--- config.mk ---
export PLATFORM = sky130hd
export DESIGN_NAME = led_frame_capture
export DESIGN_NICKNAME = d
export VERILOG_FILES = /design/src/rtl/led_frame_capture.sv
export SDC_FILE = /design/constraint.sdc
export NUM_CORES = 2
export LEC_CHECK = 0
export ABC_AREA = 1
export CORE_MARGIN = 1.5
export CORE_UTILIZATION = 56
export CTS_CLUSTER_DIAMETER = 150
export DETAILED_ROUTE_END_ITERATION = 7
export MAX_ROUTING_LAYER = met4
export PLACE_DENSITY = 0.8
export SLEW_MARGIN = 5
export SYNTH_ARGS = -nofsm -noshare
export SYNTH_HDL_FRONTEND = slang
export SYNTH_SLANG_ARGS = --single-unit
--- constraint.sdc ---
create_clock -name clk -period 45 [get_ports clk]
set_clock_uncertainty 0.15 [all_clocks]
set_input_delay 6.75 -clock clk [delete_from_list [all_inputs] [get_ports clk]]
set_output_delay 6.75 -clock clk [all_outputs]
set_load 0.02 [all_outputs]
--- src/rtl/led_frame_capture.sv ---
// led_frame_capture: rebuilds red/green frames from a row-scanned LED drive.
// A shadow buffer collects rows 0..ROWS-1 in order. The last row publishes
// the frame, the red popcount and the "unchanged" flag, all in one step.
// The consumer takes each frame through a valid/ack handshake.
module led_frame_capture #(
  parameter int ROWS = 16,
  parameter int COLS = 16
) (
  input  logic                       clk,
  input  logic                       reset,
  input  logic                       sample_en,
  input  logic [ROWS-1:0]            row_sel,
  input  logic [COLS-1:0]            red_n,
  input  logic [COLS-1:0]            grn_n,
  input  logic                       frame_ack,
  output logic [ROWS-1:0][COLS-1:0]  red_frame,
  output logic [ROWS-1:0][COLS-1:0]  grn_frame,
  output logic                       frame_valid,
  output logic [8:0]                 red_count,
  output logic                       frame_static,
  output logic                       overrun,
  output logic                       scan_error
);

  localparam int IDXW = (ROWS > 1) ? $clog2(ROWS) : 1;
  localparam logic [IDXW-1:0] LAST_ROW = IDXW'(ROWS - 1);

  typedef enum logic {SYNC, CAPTURE} state_t;

  state_t                    state_q, state_d;
  logic [IDXW-1:0]           expect_q, expect_d;
  logic [8:0]                acc_q, acc_d;
  logic [ROWS-1:0][COLS-1:0] shadow_red_q, shadow_red_d;
  logic [ROWS-1:0][COLS-1:0] shadow_grn_q, shadow_grn_d;
  logic [ROWS-1:0][COLS-1:0] red_frame_q, red_frame_d;
  logic [ROWS-1:0][COLS-1:0] grn_frame_q, grn_frame_d;
  logic                      valid_q, valid_d;
  logic [8:0]                count_q, count_d;
  logic                      static_q, static_d;
  logic                      have_prev_q, have_prev_d;
  logic                      overrun_q, overrun_d;
  logic                      err_q, err_d;

  logic [COLS-1:0]           red_lit, grn_lit;
  logic                      one_hot;
  logic [IDXW-1:0]           row_idx;
  logic [8:0]                row_pop;
  logic                      start_row, write_row, complete;

  // Column drives are active low; a lit pixel is a 0 on the wire.
  for (genvar gi = 0; gi < COLS; gi++) begin : g_lit
    assign red_lit[gi] = ~red_n[gi];
    assign grn_lit[gi] = ~grn_n[gi];
  end

  assign one_hot = (row_sel != '0) && ((row_sel & (row_sel - ROWS'(1))) == '0);

  // Encode the selected row; only meaningful when one_hot is set.
  always_comb begin
    row_idx = '0;
    for (int r = 0; r < ROWS; r++) begin
      if (row_sel[r]) row_idx = IDXW'(r);
    end
  end

  // Number of lit red pixels in the incoming row.
  always_comb begin
    row_pop = '0;
    for (int c = 0; c < COLS; c++) begin
      row_pop = row_pop + {8'd0, red_lit[c]};
    end
  end

  // Scan sequencer: track the expected row, fill the shadow buffer, flag errors.
  always_comb begin
    state_d      = state_q;
    expect_d     = expect_q;
    acc_d        = acc_q;
    shadow_red_d = shadow_red_q;
    shadow_grn_d = shadow_grn_q;
    err_d        = 1'b0;
    start_row    = 1'b0;
    write_row    = 1'b0;
    complete     = 1'b0;
    case (state_q)
      SYNC: begin
        if (sample_en) begin
          if (!one_hot) err_d = 1'b1;
          else if (row_idx == '0) start_row = 1'b1;
        end
      end
      CAPTURE: begin
        if (sample_en) begin
          if (!one_hot) begin
            err_d   = 1'b1;
            state_d = SYNC;
          end else if (row_idx == expect_q) begin
            write_row = 1'b1;
            acc_d     = acc_q + row_pop;
            expect_d  = expect_q + IDXW'(1);
            if (row_idx == LAST_ROW) begin
              complete = 1'b1;
              state_d  = SYNC;
            end
          end else if (row_idx == '0) begin
            // A fresh row 0 mid-frame restarts the capture from here.
            start_row = 1'b1;
            err_d     = 1'b1;
          end else begin
            err_d   = 1'b1;
            state_d = SYNC;
          end
        end
      end
      default: state_d = SYNC;
    endcase
    if (start_row) begin
      acc_d    = row_pop;
      expect_d = IDXW'(1);
      state_d  = CAPTURE;
    end
    if (start_row || write_row) begin
      shadow_red_d[row_idx] = red_lit;
      shadow_grn_d[row_idx] = grn_lit;
    end
  end

  // Output side: publish completed frames and run the valid/ack handshake.
  always_comb begin
    red_frame_d = red_frame_q;
    grn_frame_d = grn_frame_q;
    valid_d     = valid_q;
    count_d     = count_q;
    static_d    = static_q;
    have_prev_d = have_prev_q;
    overrun_d   = overrun_q;
    if (frame_ack && valid_q) begin
      valid_d   = 1'b0;
      overrun_d = 1'b0;
    end
    if (complete) begin
      red_frame_d = shadow_red_d;
      grn_frame_d = shadow_grn_d;
      count_d     = acc_d;
      static_d    = have_prev_q && (shadow_red_d == red_frame_q);
      have_prev_d = 1'b1;
      valid_d     = 1'b1;
      // An ack in the same cycle consumes the old frame, so no overrun.
      if (valid_q && !frame_ack) overrun_d = 1'b1;
    end
  end

  // FSM state register.
  always_ff @(posedge clk or posedge reset) begin
    if (reset) state_q <= SYNC;
    else       state_q <= state_d;
  end

  // Datapath and output registers.
  always_ff @(posedge clk or posedge reset) begin
    if (reset) begin
      expect_q     <= '0;
      acc_q        <= '0;
      shadow_red_q <= '0;
      shadow_grn_q <= '0;
      red_frame_q  <= '0;
      grn_frame_q  <= '0;
      valid_q      <= 1'b0;
      count_q      <= '0;
      static_q     <= 1'b0;
      have_prev_q  <= 1'b0;
      overrun_q    <= 1'b0;
      err_q        <= 1'b0;
    end else begin
      expect_q     <= expect_d;
      acc_q        <= acc_d;
      shadow_red_q <= shadow_red_d;
      shadow_grn_q <= shadow_grn_d;
      red_frame_q  <= red_frame_d;
      grn_frame_q  <= grn_frame_d;
      valid_q      <= valid_d;
      count_q      <= count_d;
      static_q     <= static_d;
      have_prev_q  <= have_prev_d;
      overrun_q    <= overrun_d;
      err_q        <= err_d;
    end
  end

  assign red_frame    = red_frame_q;
  assign grn_frame    = grn_frame_q;
  assign frame_valid  = valid_q;
  assign red_count    = count_q;
  assign frame_static = static_q;
  assign overrun      = overrun_q;
  assign scan_error   = err_q;

endmodule

After elaboration in Yosys (flattened, before gate mapping) --
Index checks and enable logic that the tools add are counted.
Word-level totals: bits in registers 1052, logic and storage cells 210, output and inout port bits 525, input bits 52
Cells by class: reductions and logical operators 16, magnitude comparators 2, equal/unequal tests 3, mux-type cells 64, bitwise logic cells 34, add/subtract/negate cells 18
Operator list (number):
- 256-bit bitwise mux | 2
- 256-bit 2-to-1 mux | 2
- 256-bit equality test | 1
- 4-bit 2-to-1 mux | 19
- 16-bit demux with 4-bit select | 1
- 9-bit by 1-bit adder with 9-bit output | 7
- 9-bit 2-to-1 mux | 5
- 1-bit inverter | 33
- 1-bit 2-to-1 mux | 32
- 16-bit bitwise AND | 1
- 16-bit zero test | 1
- 16-bit 2-to-1 mux | 1
- 16-bit nonzero test | 1
- 16-bit by 1-bit subtractor with 16-bit output, second input constant | 1
- 2-bit nonzero test | 5
- 8-bit by 1-bit adder with 9-bit output | 1
- 9-bit adder | 1
- 7-bit by 1-bit adder with 8-bit output | 1
- 6-bit by 1-bit adder with 7-bit output | 1
- 5-bit by 1-bit adder with 6-bit output | 1
- 4-bit by 1-bit adder with 5-bit output | 1
- 1-bit logical AND | 5
- 4-bit by 5-bit less-than comparator with 1-bit output, second input constant | 1
- 3-bit by 1-bit adder with 4-bit output | 1
- other kinds (11) | 12

Longest topological paths before layout --
depth in word-level cells 25, depth in mapped cells 35, mapped depth without buffers 34

Worst setup path after synthesis --
Ideal clock, no wire load.
kind input port to flip-flop, start point in red_n[5], end point reg count_q[7] (netlist: red_count[7]), buffers on the path 2, required time 44784 ps, path slack 33266 ps, data arrival time 11519 ps, library setup time 66 ps, cell stages on the path 24, cells stage by stage clkbuf_1 -> inv_1 -> clkbuf_1 -> fa_1 -> fa_1 -> fa_1 -> inv_1 -> fa_1 -> inv_1 -> ha_1 -> fa_1 -> xor2_1 -> ha_1 -> a21oi_1 -> inv_1 -> a31oi_1 -> o21bai_1 -> a21oi_1 -> nor3b_1 -> nand2_1 -> o21ai_0 -> a21oi_1 -> nand2_1 -> nand2_1
On the way: longest elaborated chain between the ends 18
Ends and longest elaborated chain:
- from (decl) | RTL line 13 | input logic [COLS-1:0] red_n,
- 1-bit inverter * | RTL line 52 | assign red_lit[gi] = ~red_n[gi];
- 5-bit by 1-bit adder with 6-bit output * | RTL line 70 | row_pop = row_pop + {8'd0, red_lit[c]};
- 6-bit by 1-bit adder with 7-bit output * | RTL line 70
- 7-bit by 1-bit adder with 8-bit output * | RTL line 70
- 8-bit by 1-bit adder with 9-bit output * | RTL line 70
- 9-bit by 1-bit adder with 9-bit output * (7 in series) | RTL line 70
- 9-bit adder | RTL line 99 | acc_d = acc_q + row_pop;
- 9-bit 2-to-1 mux | RTL line 97 | end else if (row_idx == expect_q) begin
- 9-bit 2-to-1 mux | RTL line 94 | if (!one_hot) begin
- 9-bit 2-to-1 mux | RTL line 93 | if (sample_en) begin
- 9-bit 2-to-1 mux | RTL line 85 | case (state_q)
- 9-bit 2-to-1 mux * | RTL line 117 | if (start_row) begin
- named net acc_d[7] | RTL line 32 | logic [8:0] acc_q, acc_d;
- to (signal assigned) | RTL line 182 | count_q <= count_d;
- to (decl) | RTL line 38 | logic [8:0] count_q, count_d;
Mark *: on every way through the listed nets, which the timed path passes. The rest lies on a longest branch. A chain may end at the register's enable or synchronous reset.

==> impl_metrics.toml <==
[critical_path]
cp-start-kind = "primary input"
startpoint = "row_sel[2]"
worst_r2r_endpoint = "frame_static"
worst_path_largest_cell_delay_ps = 720
reg2regPathDepth = 23
critPathMaxFanout = 77
crit_family = "buffers and inverters"
required_ps = 45480
critPathArrivalTime_ps = 13430
reg2reg_from = "expect_q[2]"
ff2ff_setup_slack_ps = 39470
criticalPathCategory = "in -> reg"
end_kind = "flop"
path_common_cell = "nand2_1"
cp_num_buf_inv = 8
critPathSlowestCell = "buf_4"

[yosys]
ys_types = 43
synth_area_per_cell_um2 = 8.20
synth-seq-cells = 1052
synth_largest_area_cell = "dfrtp_1"
synthTopCellsByArea = "dfrtp_1, nand2_1, o21ai_0"
netlist_area_um2 = 45900
syn_nets = 5673
yosysSeqAreaShare_pct = 57.3
synth_top_cell_area_share_pct = 57.3
ys.warnings.count = 0
syn_inst = 5599

[detailed_routing]
drc = 0
viasPerCell = 5.58
ant_nets = 0
dr.pass1.iters = 6
drtIter0Drc = 5244
wl_per_cell_um = 21.4
wl_um = 155000
route.vias.total = 40400

[power]
p_leak_uw = 0.0283
total_power_uw = 1930
power_density_nw_per_um2 = 34.3
ir_drop_uv = 38.4

[layout]
fin_area_um2 = 56200
drive_above_1_share_pct = 4.60
layout_commonest_cell = "nand2_1"
syn_to_final_growth_pct = 22.3
final_cells = 7246
seqCellArea_um2 = 26300
num-fill-cells = 6271
nNetsFinal = 6161
multi_input_area_um2 = 15900
final_cell_mix = "nand2_1, dfrtp_1, o21ai_0"

[grt]
grt.busiest_layer = "met2"
use_met2_pct = 54.7
grtUsageTotal_pct = 38.0
globalRouteMet3Util_pct = 10.9
grt_max_degree = 282
overflow = 0
antenna_found_initial = 7
met1_usage_pct = 48.3
grt_pass1_vias = 38400
grt_first_pass_wirelength_um = 230000

[clocking]
cts_buffer_depth = 3
cts_buffers = 106
ctsHoldBuffers = 0
clock_latency_ps = 690
cts_resized = 0
cts.sinks = 1052
cts_htree_levels = 3
clk_transition_reported_paths_ps = 60
post_cts_buffers = 0
root_buffer = "clkbuf_16"
cts_tree = "done"

[place]
place_area_um2 = 52600
dp.cells = 7039
port_buffers = 576
gp_congestion = 0.994
dpl.hpwl_um = 105000

[outcome]
status = "finished, final reports clean"

[die]
dieWidth_um = 289
die_y_um = 289
coreArea_um2 = 80800
start_util_pct = 56.8
rows = 104
die_area_um2 = 83700
io-pin-count = 577

[timing]
final-hold-violation-count = 0
max_freq_mhz = 77.2
tns_ps = 0
final_max_slew_viol_count = 0
fin_crit_sh_pct = 28.8
slew-limit-headroom_pct = 20.9
rsz0062_at_grt = "false"
hold_slack_ps = 331
setup_violations = 0
worst_pin_slew_ps = 1190
post-route-min-period_ps = 12950

[worst_hold_path]
holdPathStages = 2
worstHoldEndpoint = "grn_frame[115]"
worstHoldPathType = "reg -> reg"
hp-start = "grn_frame[115]"

[flow_run]
cap_violations = 0
-- registers in the layout (all words and copies together), names as in the netlist, named ones only --
name and count:
grn_frame 256, red_frame 256, shadow_grn_q 256, shadow_red_q 256, acc_q 9, red_count 9
expect_q 4, frame_static 1, frame_valid 1, have_prev_q 1, scan_error 1, state_q 1
-- through the flow --
step | utilization (%) | setup slack, ps
after global routing | 69.5 | 31680
after floorplan | - | 8490
after global placement | 65.1 | 31750
final | 69.5 | 32050
after CTS | 69.5 | 32310
after detailed placement | 65.1 | 31530
-- cell families (layout without fill, tap and decap cells) --
logic type / after synthesis / in the layout / synth area share [%]
AOI/OAI and AO/OA: 843 / 843 / 9.50
xor gates and xnor gates: 18 / 18 / 0.343
adders and majority gates: 22 / 22 / 0.779
buffers and inverters: 976 / 1555 / 8.17
DFF: 1052 / 1052 / 57.3
muxes: 3 / 3 / 0.0654
other: 0 / 8 / 0
and+or+nand+nor: 2685 / 2685 / 23.8
-- cell usage after synthesis (all sizes together) --
library cell,n
or2,5
a31oi,14
inv,711
nand2,2077
a211oi,1
clkbuf,204
o211ai,24
o21a,19
mux2i,3
dfrtp,1052
ha,11
a22o,1
xnor2,4
nor2,212
nor3b,1
fa,11
buf,56
a21oi,21
o22ai,3
nand3,263
o211a,1
o21ai,758
nor3,4
xor2,14
o21bai,1
nand3b,38
clkinv,5
nand4,85
-- power by group --
group,internal (uW),total [uW],switching [uW]
Combinational,18.7,80.0,61.3
Clock,518,904,386
Sequential,946,946,0.00868
Total,1480,1930,447
-- layout make-up --
type / instances / area share [%]
inverter: 716 / 4.81
antenna: 8 / 0.0356
multi-input combinational: 3571 / 28.3
sequential: 1052 / 46.8
timing repair buffer: 640 / 11.3
clock buffer: 166 / 5.60
tap: 1060 / 2.36
clock inverter: 33 / 0.799
-- routing by layer --
| metal | share of wire (%) | up-vias | wire (um) |
|---|---|---|---|
| met4 | 6.7 | 0 | 10500 |
| li1 | - | 18500 | - |
| met5 | 0 | - | 0 |
| met2 | 44 | 2100 | 68500 |
| met1 | 38 | 19300 | 58700 |
| met3 | 11 | 521 | 17500 |
-- worst max-delay path by stage --
| stage | endpoint | depth (start not counted) |
|---|---|---|
| CTS | frame_static | 35 |
| global route | frame_static | 35 |
| global placement | frame_static | 35 |
| finish | frame_static | 35 |
| floorplan | async pin | 1 |
| detailed placement | frame_static | 35 |
-- worst min-delay path, delay by kind of cell, from the launching register on --
kind,cells,cell delay (ps)
DFF,1,340
and+or+nand+nor,2,110
Note: power is estimated with default switching activity, not from simulation.
